File: src/rtl/load_store_unit.sv
// load_store_unit: data-memory access unit with byte-lane steering,
// sign/zero extension, optional misaligned split and bus watchdog.
module load_store_unit #(
  parameter int unsigned MISALIGN_SPLIT = 1,
  parameter int unsigned TIMEOUT = 0
) (
  input  logic        clk,
  input  logic        resetn,
  input  logic        req_valid,
  output logic        req_ready,
  input  logic        req_write,
  input  logic [1:0]  req_size,
  input  logic        req_signed,
  input  logic [31:0] req_addr,
  input  logic [31:0] req_wdata,
  output logic        rsp_valid,
  output logic [31:0] rsp_rdata,
  output logic        rsp_fault,
  output logic        mem_valid,
  output logic        mem_instr,
  input  logic        mem_ready,
  output logic [31:0] mem_addr,
  output logic [31:0] mem_wdata,
  output logic [3:0]  mem_wstrb,
  input  logic [31:0] mem_rdata
);

  localparam int CW =
    (TIMEOUT > 0) ? $clog2(TIMEOUT + 1) : 1;
  localparam logic [CW-1:0] TMO_LAST =
    CW'((TIMEOUT > 0) ? TIMEOUT - 1 : 0);

  typedef enum logic [1:0] {
    IDLE,
    ACC0,
    ACC1,
    RESP
  } state_t;

  state_t        state;
  logic          write_q;
  logic [1:0]    size_q;
  logic          sgn_q;
  logic [1:0]    off_q;
  logic [31:0]   wdata_q;
  logic [31:0]   rdata0;
  logic [CW-1:0] cnt;

  logic          mis_in;
  logic          bad_in;
  logic [7:0]    mk_in;
  logic [63:0]   wd_in;
  logic [7:0]    mk_q;
  logic [63:0]   wd_q;
  logic [2:0]    end_q;
  logic          cross_q;
  logic          tmo;

  function automatic logic [2:0] nbytes(
    input logic [1:0] sz
  );
    unique case (sz)
      2'd0:    nbytes = 3'd1;
      2'd1:    nbytes = 3'd2;
      default: nbytes = 3'd4;
    endcase
  endfunction

  function automatic logic [7:0] lane_mask(
    input logic [1:0] sz,
    input logic [1:0] off
  );
    logic [7:0] base;
    unique case (sz)
      2'd0:    base = 8'h01;
      2'd1:    base = 8'h03;
      default: base = 8'h0F;
    endcase
    lane_mask = base << off;
  endfunction

  function automatic logic [63:0] lane_data(
    input logic [31:0] w,
    input logic [1:0]  off
  );
    lane_data = {32'b0, w} << {off, 3'b000};
  endfunction

  function automatic logic [31:0] ext(
    input logic [63:0] d,
    input logic [1:0]  off,
    input logic [1:0]  sz,
    input logic        sgn
  );
    logic [31:0] s;
    s = 32'(d >> {off, 3'b000});
    unique case (sz)
      2'd0:    ext = {{24{sgn & s[7]}}, s[7:0]};
      2'd1:    ext = {{16{sgn & s[15]}}, s[15:0]};
      default: ext = s;
    endcase
  endfunction

  assign req_ready = (state == IDLE);
  assign mem_instr = 1'b0;

  assign mis_in =
    (req_size == 2'd1 && req_addr[0]) ||
    (req_size == 2'd2 && req_addr[1:0] != 2'd0);
  assign bad_in = (req_size == 2'd3) ||
    (mis_in && MISALIGN_SPLIT == 0);
  assign mk_in = lane_mask(req_size, req_addr[1:0]);
  assign wd_in = lane_data(req_wdata, req_addr[1:0]);

  assign mk_q    = lane_mask(size_q, off_q);
  assign wd_q    = lane_data(wdata_q, off_q);
  assign end_q   = {1'b0, off_q} + nbytes(size_q);
  assign cross_q = end_q > 3'd4;

  assign tmo = (TIMEOUT > 0) && !mem_ready &&
    (cnt == TMO_LAST);

  // request sequencing, bus driving and response generation
  always_ff @(posedge clk or negedge resetn) begin
    if (!resetn) begin
      state     <= IDLE;
      write_q   <= 1'b0;
      size_q    <= 2'd0;
      sgn_q     <= 1'b0;
      off_q     <= 2'd0;
      wdata_q   <= 32'd0;
      rdata0    <= 32'd0;
      cnt       <= '0;
      mem_valid <= 1'b0;
      mem_addr  <= 32'd0;
      mem_wdata <= 32'd0;
      mem_wstrb <= 4'd0;
      rsp_valid <= 1'b0;
      rsp_rdata <= 32'd0;
      rsp_fault <= 1'b0;
    end else begin
      unique case (state)
        IDLE: begin
          if (req_valid) begin
            write_q <= req_write;
            size_q  <= req_size;
            sgn_q   <= req_signed;
            off_q   <= req_addr[1:0];
            wdata_q <= req_wdata;
            cnt     <= '0;
            if (bad_in) begin
              state     <= RESP;
              rsp_valid <= 1'b1;
              rsp_fault <= 1'b1;
              rsp_rdata <= 32'd0;
            end else begin
              state     <= ACC0;
              mem_valid <= 1'b1;
              mem_addr  <= {req_addr[31:2], 2'b00};
              mem_wstrb <= req_write ? mk_in[3:0] : 4'd0;
              mem_wdata <= wd_in[31:0];
            end
          end
        end
        ACC0: begin
          if (mem_ready) begin
            cnt    <= '0;
            rdata0 <= mem_rdata;
            if (cross_q) begin
              state     <= ACC1;
              mem_addr  <= mem_addr + 32'd4;
              mem_wstrb <= write_q ? mk_q[7:4] : 4'd0;
              mem_wdata <= wd_q[63:32];
            end else begin
              state     <= RESP;
              mem_valid <= 1'b0;
              mem_wstrb <= 4'd0;
              rsp_valid <= 1'b1;
              rsp_fault <= 1'b0;
              rsp_rdata <= write_q ? 32'd0 :
                ext({32'd0, mem_rdata}, off_q,
                    size_q, sgn_q);
            end
          end else if (tmo) begin
            state     <= RESP;
            mem_valid <= 1'b0;
            mem_wstrb <= 4'd0;
            rsp_valid <= 1'b1;
            rsp_fault <= 1'b1;
            rsp_rdata <= 32'd0;
          end else begin
            cnt <= cnt + 1'b1;
          end
        end
        ACC1: begin
          if (mem_ready) begin
            cnt       <= '0;
            state     <= RESP;
            mem_valid <= 1'b0;
            mem_wstrb <= 4'd0;
            rsp_valid <= 1'b1;
            rsp_fault <= 1'b0;
            rsp_rdata <= write_q ? 32'd0 :
              ext({mem_rdata, rdata0}, off_q,
                  size_q, sgn_q);
          end else if (tmo) begin
            state     <= RESP;
            mem_valid <= 1'b0;
            mem_wstrb <= 4'd0;
            rsp_valid <= 1'b1;
            rsp_fault <= 1'b1;
            rsp_rdata <= 32'd0;
          end else begin
            cnt <= cnt + 1'b1;
          end
        end
        RESP: begin
          state     <= IDLE;
          rsp_valid <= 1'b0;
          rsp_fault <= 1'b0;
          rsp_rdata <= 32'd0;
        end
        default: state <= IDLE;
      endcase
    end
  end

endmodule

File: config.mk
export PLATFORM = sky130hd
export DESIGN_NAME = load_store_unit
export DESIGN_NICKNAME = d
export VERILOG_FILES = /design/src/rtl/load_store_unit.sv
export SDC_FILE = /design/constraint.sdc
export NUM_CORES = 1
export LEC_CHECK = 0
export ABC_AREA = 1
export BUFFER_PORTS_ARGS = -buffer_cell sky130_fd_sc_hd__buf_4
export CORE_MARGIN = 4
export CORE_UTILIZATION = 45
export DETAILED_ROUTE_END_ITERATION = 8
export PLACE_DENSITY_LB_ADDON = 0.1
export SLEW_MARGIN = 15
export SYNTH_ARGS = -nofsm -noshare
export SYNTH_HDL_FRONTEND = slang
export SYNTH_SLANG_ARGS = --single-unit
File: constraint.sdc
create_clock -name clk -period 6.5 [get_ports clk]
set_clock_uncertainty 0.1 [all_clocks]
set_input_delay 1.3 -clock clk [delete_from_list [all_inputs] [get_ports clk]]
set_output_delay 1.3 -clock clk [all_outputs]
set_load 0.02 [all_outputs]
---- Word-level counts from Yosys, hierarchy flattened ----
Index checks and enable logic that the tools add are counted.
word-level totals
  memories kept ........................... 0
  bits in latches ......................... 0
  bits in registers ....................... 175
  bits in read-only memories .............. 0
  RAM bits ................................ 0
operators by class
  shifts and indexed selects .............. 6
  add/subtract/negate cells ............... 2
  $lt $le $gt $ge ......................... 1
  multiply operators ...................... 0
  muxes and demuxes ....................... 50
  divide/modulo/power cells ............... 0
  equal/unequal tests ..................... 13
  bitwise operators ....................... 4
  reductions and logical operators ........ 12
operators with widths
  operator               number
  $mux 32                15
  $pmux 32 s2            4
  $pmux 32 s4            1
  $shl 32x5->64          1
  $shr 64x5->32          1
  $add 32x3->32 const B  1
  $shl 32x5->32          1
  $shr 32x5->32          1
  $mux 4                 7
  $pmux 4 s2             2
  $reduce_and 5->1       3
  $ne 2x2->1 const B     6
  $pmux 4 s3             1
  $mux 1                 11
  $mux 2                 4
  $pmux 1 s4             2
  $pmux 2 s4             1
  $shl 8x2->4            1
  $shl 8x2->8            1
  $eq 2x1->1 const B     3
  $eq 2x2->1 const B     3
  $logic_not 2->1        3
  $pmux 3 s2             1
  $reduce_and 6->1       1
  other kinds (9)        13

---- Depth between registers and ports, before layout ----
  depth in word-level cells ............... 7
  gate-level depth with buffers ........... 18
  gate-level depth less buffers ........... 15

---- Least setup slack after synthesis ----
No wires, ideal clock.
  kind .................................... register -> register
  start point ............................. reg size_q[1]
  end point ............................... reg mem_wdata[20]
  setup time .............................. 0.130 ns
  slack ................................... 3.987 ns
  arrival time ............................ 2.283 ns
  clock period less this slack ............ 2.513 ns
  cell stages (with the launch flop) ...... 17
  cells stage by stage .................... dfrtp_1 buf_6 inv_8 nand2_1 buf_6 inv_2 ha_1 inv_1 fa_1 xnor2_2 nand2_1 nand2_1 nand2_2 inv_2 buf_6 buf_2 a31oi_1
on the way
  longest elaborated chain between the ends .. 6
ends and longest elaborated chain
  element                                        RTL line  source
  start: declaration                             42        logic [1:0] size_q;
  start signal: assignment                       146       size_q <= req_size;
  $eq 2x1->1 or $logic_not 2->1 (tied branches)  62        unique case (sz)
  $pmux 3 s2 *                                   62
  $add 2x3->3 *                                  117       assign end_q = {1'b0, off_q} + nbytes(size_q);
  $gt 3x3->1 *                                   118       assign cross_q = end_q > 3'd4;
  $ne 2x2->1 (no source line) *                  n/a
  $reduce_and 5->1 (no source line) *            n/a
  end signal: assignment                         161       mem_wdata <= wd_in[31:0];
  end signal: assignment                         173       mem_wdata <= wd_q[63:32];
  end: declaration                               23        output logic [31:0] mem_wdata,
Every way passes the cells marked *; elsewhere a longest branch is shown, timed or not.
A chain may end at the register's enable or synchronous reset.

---- Worst setup path in the final report ----
  start point ............................. reg size_q[1]
  end point ............................... reg mem_addr[6]
on the way
  longest elaborated chain between the ends .. 6
ends and longest elaborated chain
  element                                        RTL line  source
  $eq 2x1->1 or $logic_not 2->1 (tied branches)  62
  $pmux 3 s2 *                                   62
  $add 2x3->3 *                                  117
  $gt 3x3->1 *                                   118
  $ne 2x2->1 (no source line) *                  n/a
  $reduce_and 5->1 (no source line) *            n/a
  end signal: assignment                         159       mem_addr <= {req_addr[31:2], 2'b00};
  end signal: assignment                         171       mem_addr <= mem_addr + 32'd4;
  end: declaration                               22        output logic [31:0] mem_addr,
Marks and branches as above.

==> summary.txt <==
Cells and area
  • FILL cells: 2231
  • Most common cell after layout, fill and taps aside: nand2_1
  • Area grow syn2layout: 20.3%
  • Diodes inserted: 0
  • Most frequent cells in the layout: 538 x nand2_1, 214 x buf_4, 170 x o21ai_0
  • Nets@finish: 1757
  • Final core occ: 55.3%
  • Share of layout cells above drive strength 1: 19.0%
  • Fin cells: 1971
  • Cell area after layout: 12600 um^2

Synthesis
  • Syn Area/Cell: 6.99 um^2
  • YS warnings: 0
  • Async set-or-reset flop fraction in the synthesized netlist: 100%
  • Mapped cell area: 10500 um^2
  • Yosys reg bits: 165
  • Post-synthesis cell type count: 45
  • Seq/Total Area, Yosys: 39.4%
  • Ys flop type: dfrtp_1
  • Syn Inst Count: 1500
  • Number of synthesized flops with an enable pin: 0

Min path
  • Hold Path End: rsp_valid$_DFFE_PN0P_
  • Hold Path Depth: 2
  • Hold path start: rsp_valid$_DFFE_PN0P_
  • Min-Delay Path Class: reg -> reg

Clock tree
  • Clock Path Buffers: 2
  • Root Buffer: clkbuf_16
  • Number of hold buffers added after CTS: 0
  • Cts repair resizes: 0
  • Post-CTS Setup Inserts: 0
  • Sink Count: 165
  • H-tree depth: 4
  • Clock Latency Late Sink: 0.44 ns
  • Total CTS buffers: 17
  • CTS tree: done
  • Clk pin slew, worst setup/hold paths: 0.06 ns

Timing
  • Hold_ws: 0.384 ns
  • Final Slew Violations: 0
  • Fin crit period: 4.37 ns
  • Worst slew pin tran: 1.05 ns
  • Setup violators final: 0
  • Max-slew headroom: 29.9%
  • Setup TNS: 0 ns
  • Period utilization: 67.2%
  • Fin. Hold Viols: 0
  • Fmax: 0.229 GHz
  • RSZ-0062 raised after global routing: no

Floorplan
  • Full die area: 25800 um^2
  • Core ar.: 22800 um^2
  • I/O pin total: 209
  • Initial Util: 46.0%
  • Cell Rows: 55
  • Die Width: 161 um
  • DIE HEIGHT: 161 um

Detailed routing
  • DRT met1 WL: 16.1 mm
  • Post-route DRC: 0
  • Post-DRT Antenna Nets: 0
  • Routed WL per cell: 17.3 um
  • First-pass iteration count of the detailed router: 6
  • Highest Signal Layer: met4
  • WL met2: 14.6 mm
  • Iter 0 DRT Violations: 1150
  • Via count: 10500
  • Routed WL: 34.1 mm
  • WL met3: 3.17 mm
  • Vias per cell: 5.33

Worst setup path
  • CP Max Fanout: 76
  • Crit-path cells: inv_8 > nand2_1 > inv_2 > ha_1 > inv_1 > fa_1 > nand2_1 > nand2_1 > nand2_1 > nand2_2 > inv_2 > buf_4 > o21ai_0 > o21a_1
  • Crit path DAT: 4.58 ns
  • Buf/Inv on CP: 5
  • Reg-to-reg setup timing slack: 2.13 ns
  • Setup CP Type: reg -> reg
  • Crit-path most repeated cell: nand2_1
  • Cells on worst reg2reg path: 14
  • Required @ worst endpoint: 6.72 ns
  • Delay-heaviest family, CP: simple AND/OR/NAND/NOR gates
  • Worst r2r dst: mem_addr[6]$_DFFE_PN0P_
  • Crit-path max cell delay: 0.82 ns
  • Worst Setup End Kind: register
  • Critical Path Slowest Stage Cell: dfrtp_1
  • Critical R2R Launch: size_q[1]$_DFFE_PN0P_
  • Worst setup SP type: register

Global routing
  • First-pass GRT wire length: 54.2 mm
  • Initial antenna violation count: 0
  • Grt ovf: 0
  • Total track usage: 26.0%
  • Vias in the first global route: 9539
  • Largest net degree at the start of global routing: 119

Place
  • Number of I/O port buffers: 205
  • Dpl hpwl: 24.0 mm
  • Placed Instances: 1939
  • Cell Area, Placed: 12000 um^2
  • GP Congestion: 0.902

Power
  • Peak supply drop: 0.299 mV
  • Static Leak: 6.29 nW
  • PwrDens: 535 nW/um^2

Status
  • Outcome: complete, no violations

Run
  • Max_cap viols: 0
[registers in the layout (all words and copies together) (netlist names)]
signal / flops
rsp_fault: 1
write_q: 1
mem_valid: 1
off_q: 2
rsp_rdata: 32
wdata_q: 24
rdata0: 32
sgn_q: 1
state: 2
size_q: 2
mem_wdata: 32
mem_addr: 30
rsp_valid: 1
mem_wstrb: 4
[how the worst max path moves through the flow]
stage,cells after the start,slack (ns),end,from
6_report,14,2.13,mem_addr[6]$_DFFE_PN0P_,size_q[1]$_DFFE_PN0P_
2_1_floorplan,16,3.99,mem_wdata[20]$_DFFE_PN0P_,size_q[1]$_DFFE_PN0P_
3_3_place_gp,14,2.30,mem_addr[6]$_DFFE_PN0P_,size_q[1]$_DFFE_PN0P_
3_5_place_dp,14,2.19,mem_addr[6]$_DFFE_PN0P_,size_q[1]$_DFFE_PN0P_
4_1_cts,14,2.18,mem_addr[7]$_DFFE_PN0P_,size_q[1]$_DFFE_PN0P_
5_1_grt,15,1.66,mem_addr[12]$_DFFE_PN0P_,size_q[1]$_DFFE_PN0P_
[synth_stat cells (2+ instances only)]
cell       instances  share of area, %
nand2_1          538                19
o21ai_0          170               8.1
dfrtp_1          165                39
nor2_1           103               3.7
inv_1             96               3.4
nand3_1           90               4.3
a21oi_1           53               2.5
buf_2             34               1.6
clkbuf_1          31               1.1
mux2_2            25               2.7
a31oi_1           20               1.2
o22ai_1           18               1.1
o211ai_1          17               1.2
buf_4             14               1.0
or2_2             14              0.84
nand3b_1          12              0.86
buf_6             10               1.1
nand4_1            9              0.54
nor3_1             9              0.43
ha_1               7              0.84
nor2_2             7              0.42
o21ai_1            7              0.33
inv_2              6              0.21
a22oi_1            5              0.36
a2bb2oi_1          4              0.33
a32oi_1            4              0.33
nand3_2            4              0.38
nor2_4             4              0.43
nand2_2            3              0.18
buf_1              2             0.072
nand3_4            2              0.33
o21a_1             2              0.14
o21bai_1           2              0.14
xor2_1             2              0.17
[kinds of logic (layout without fill, tap and decap cells)]
logic type	after synthesis	after routing	share of synthesized area, %
simple gates	797	797	31.8
compound gates	305	305	16.0
fa+ha+maj	8	8	1.03
other cells	1	3	0.0358
mux	25	25	2.69
xor+xnor	4	4	0.406
buf+inv	195	351	8.68
flops	165	165	39.4
[cell type report]
class	count	area (um^2)	area share (%)
clock buffer	19	443	3.51
timing repair buffer	215	1620	12.8
sequential	165	4130	32.8
inverter	104	398	3.16
multi-input combinational	1142	5450	43.3
clock inverter	13	173	1.37
tap	313	392	3.11
[tightest hold or removal path, stage by stage (launching register included)]
cell and delay, ns:
dfrtp_1 0.34, nand2_1 0.05, o21ai_0 0.06
[metal layers]
layer  track usage [%]  up-vias
li1                  -     5198
met1              41.2     4809
met2              37.0      478
met3              4.88       28
met4              5.16        0
met5                 0        -
[metrics by stage]
stage | power, mW | setup slack, ns
global route | 7.27 | 1.66
detailed placement | 5.64 | 2.19
floorplan | 4.48 | 3.99
finish | 6.74 | 2.13
CTS | 6.72 | 2.18
global placement | 5.59 | 2.30
[report_power, final]
group / internal (mW) / switching [mW] / total (mW)
clock: 0.622 / 0.448 / 1.07
combinational: 1.27 / 2.47 / 3.74
sequential: 1.50 / 0.433 / 1.93
Power figures use the tool's default switching activity.
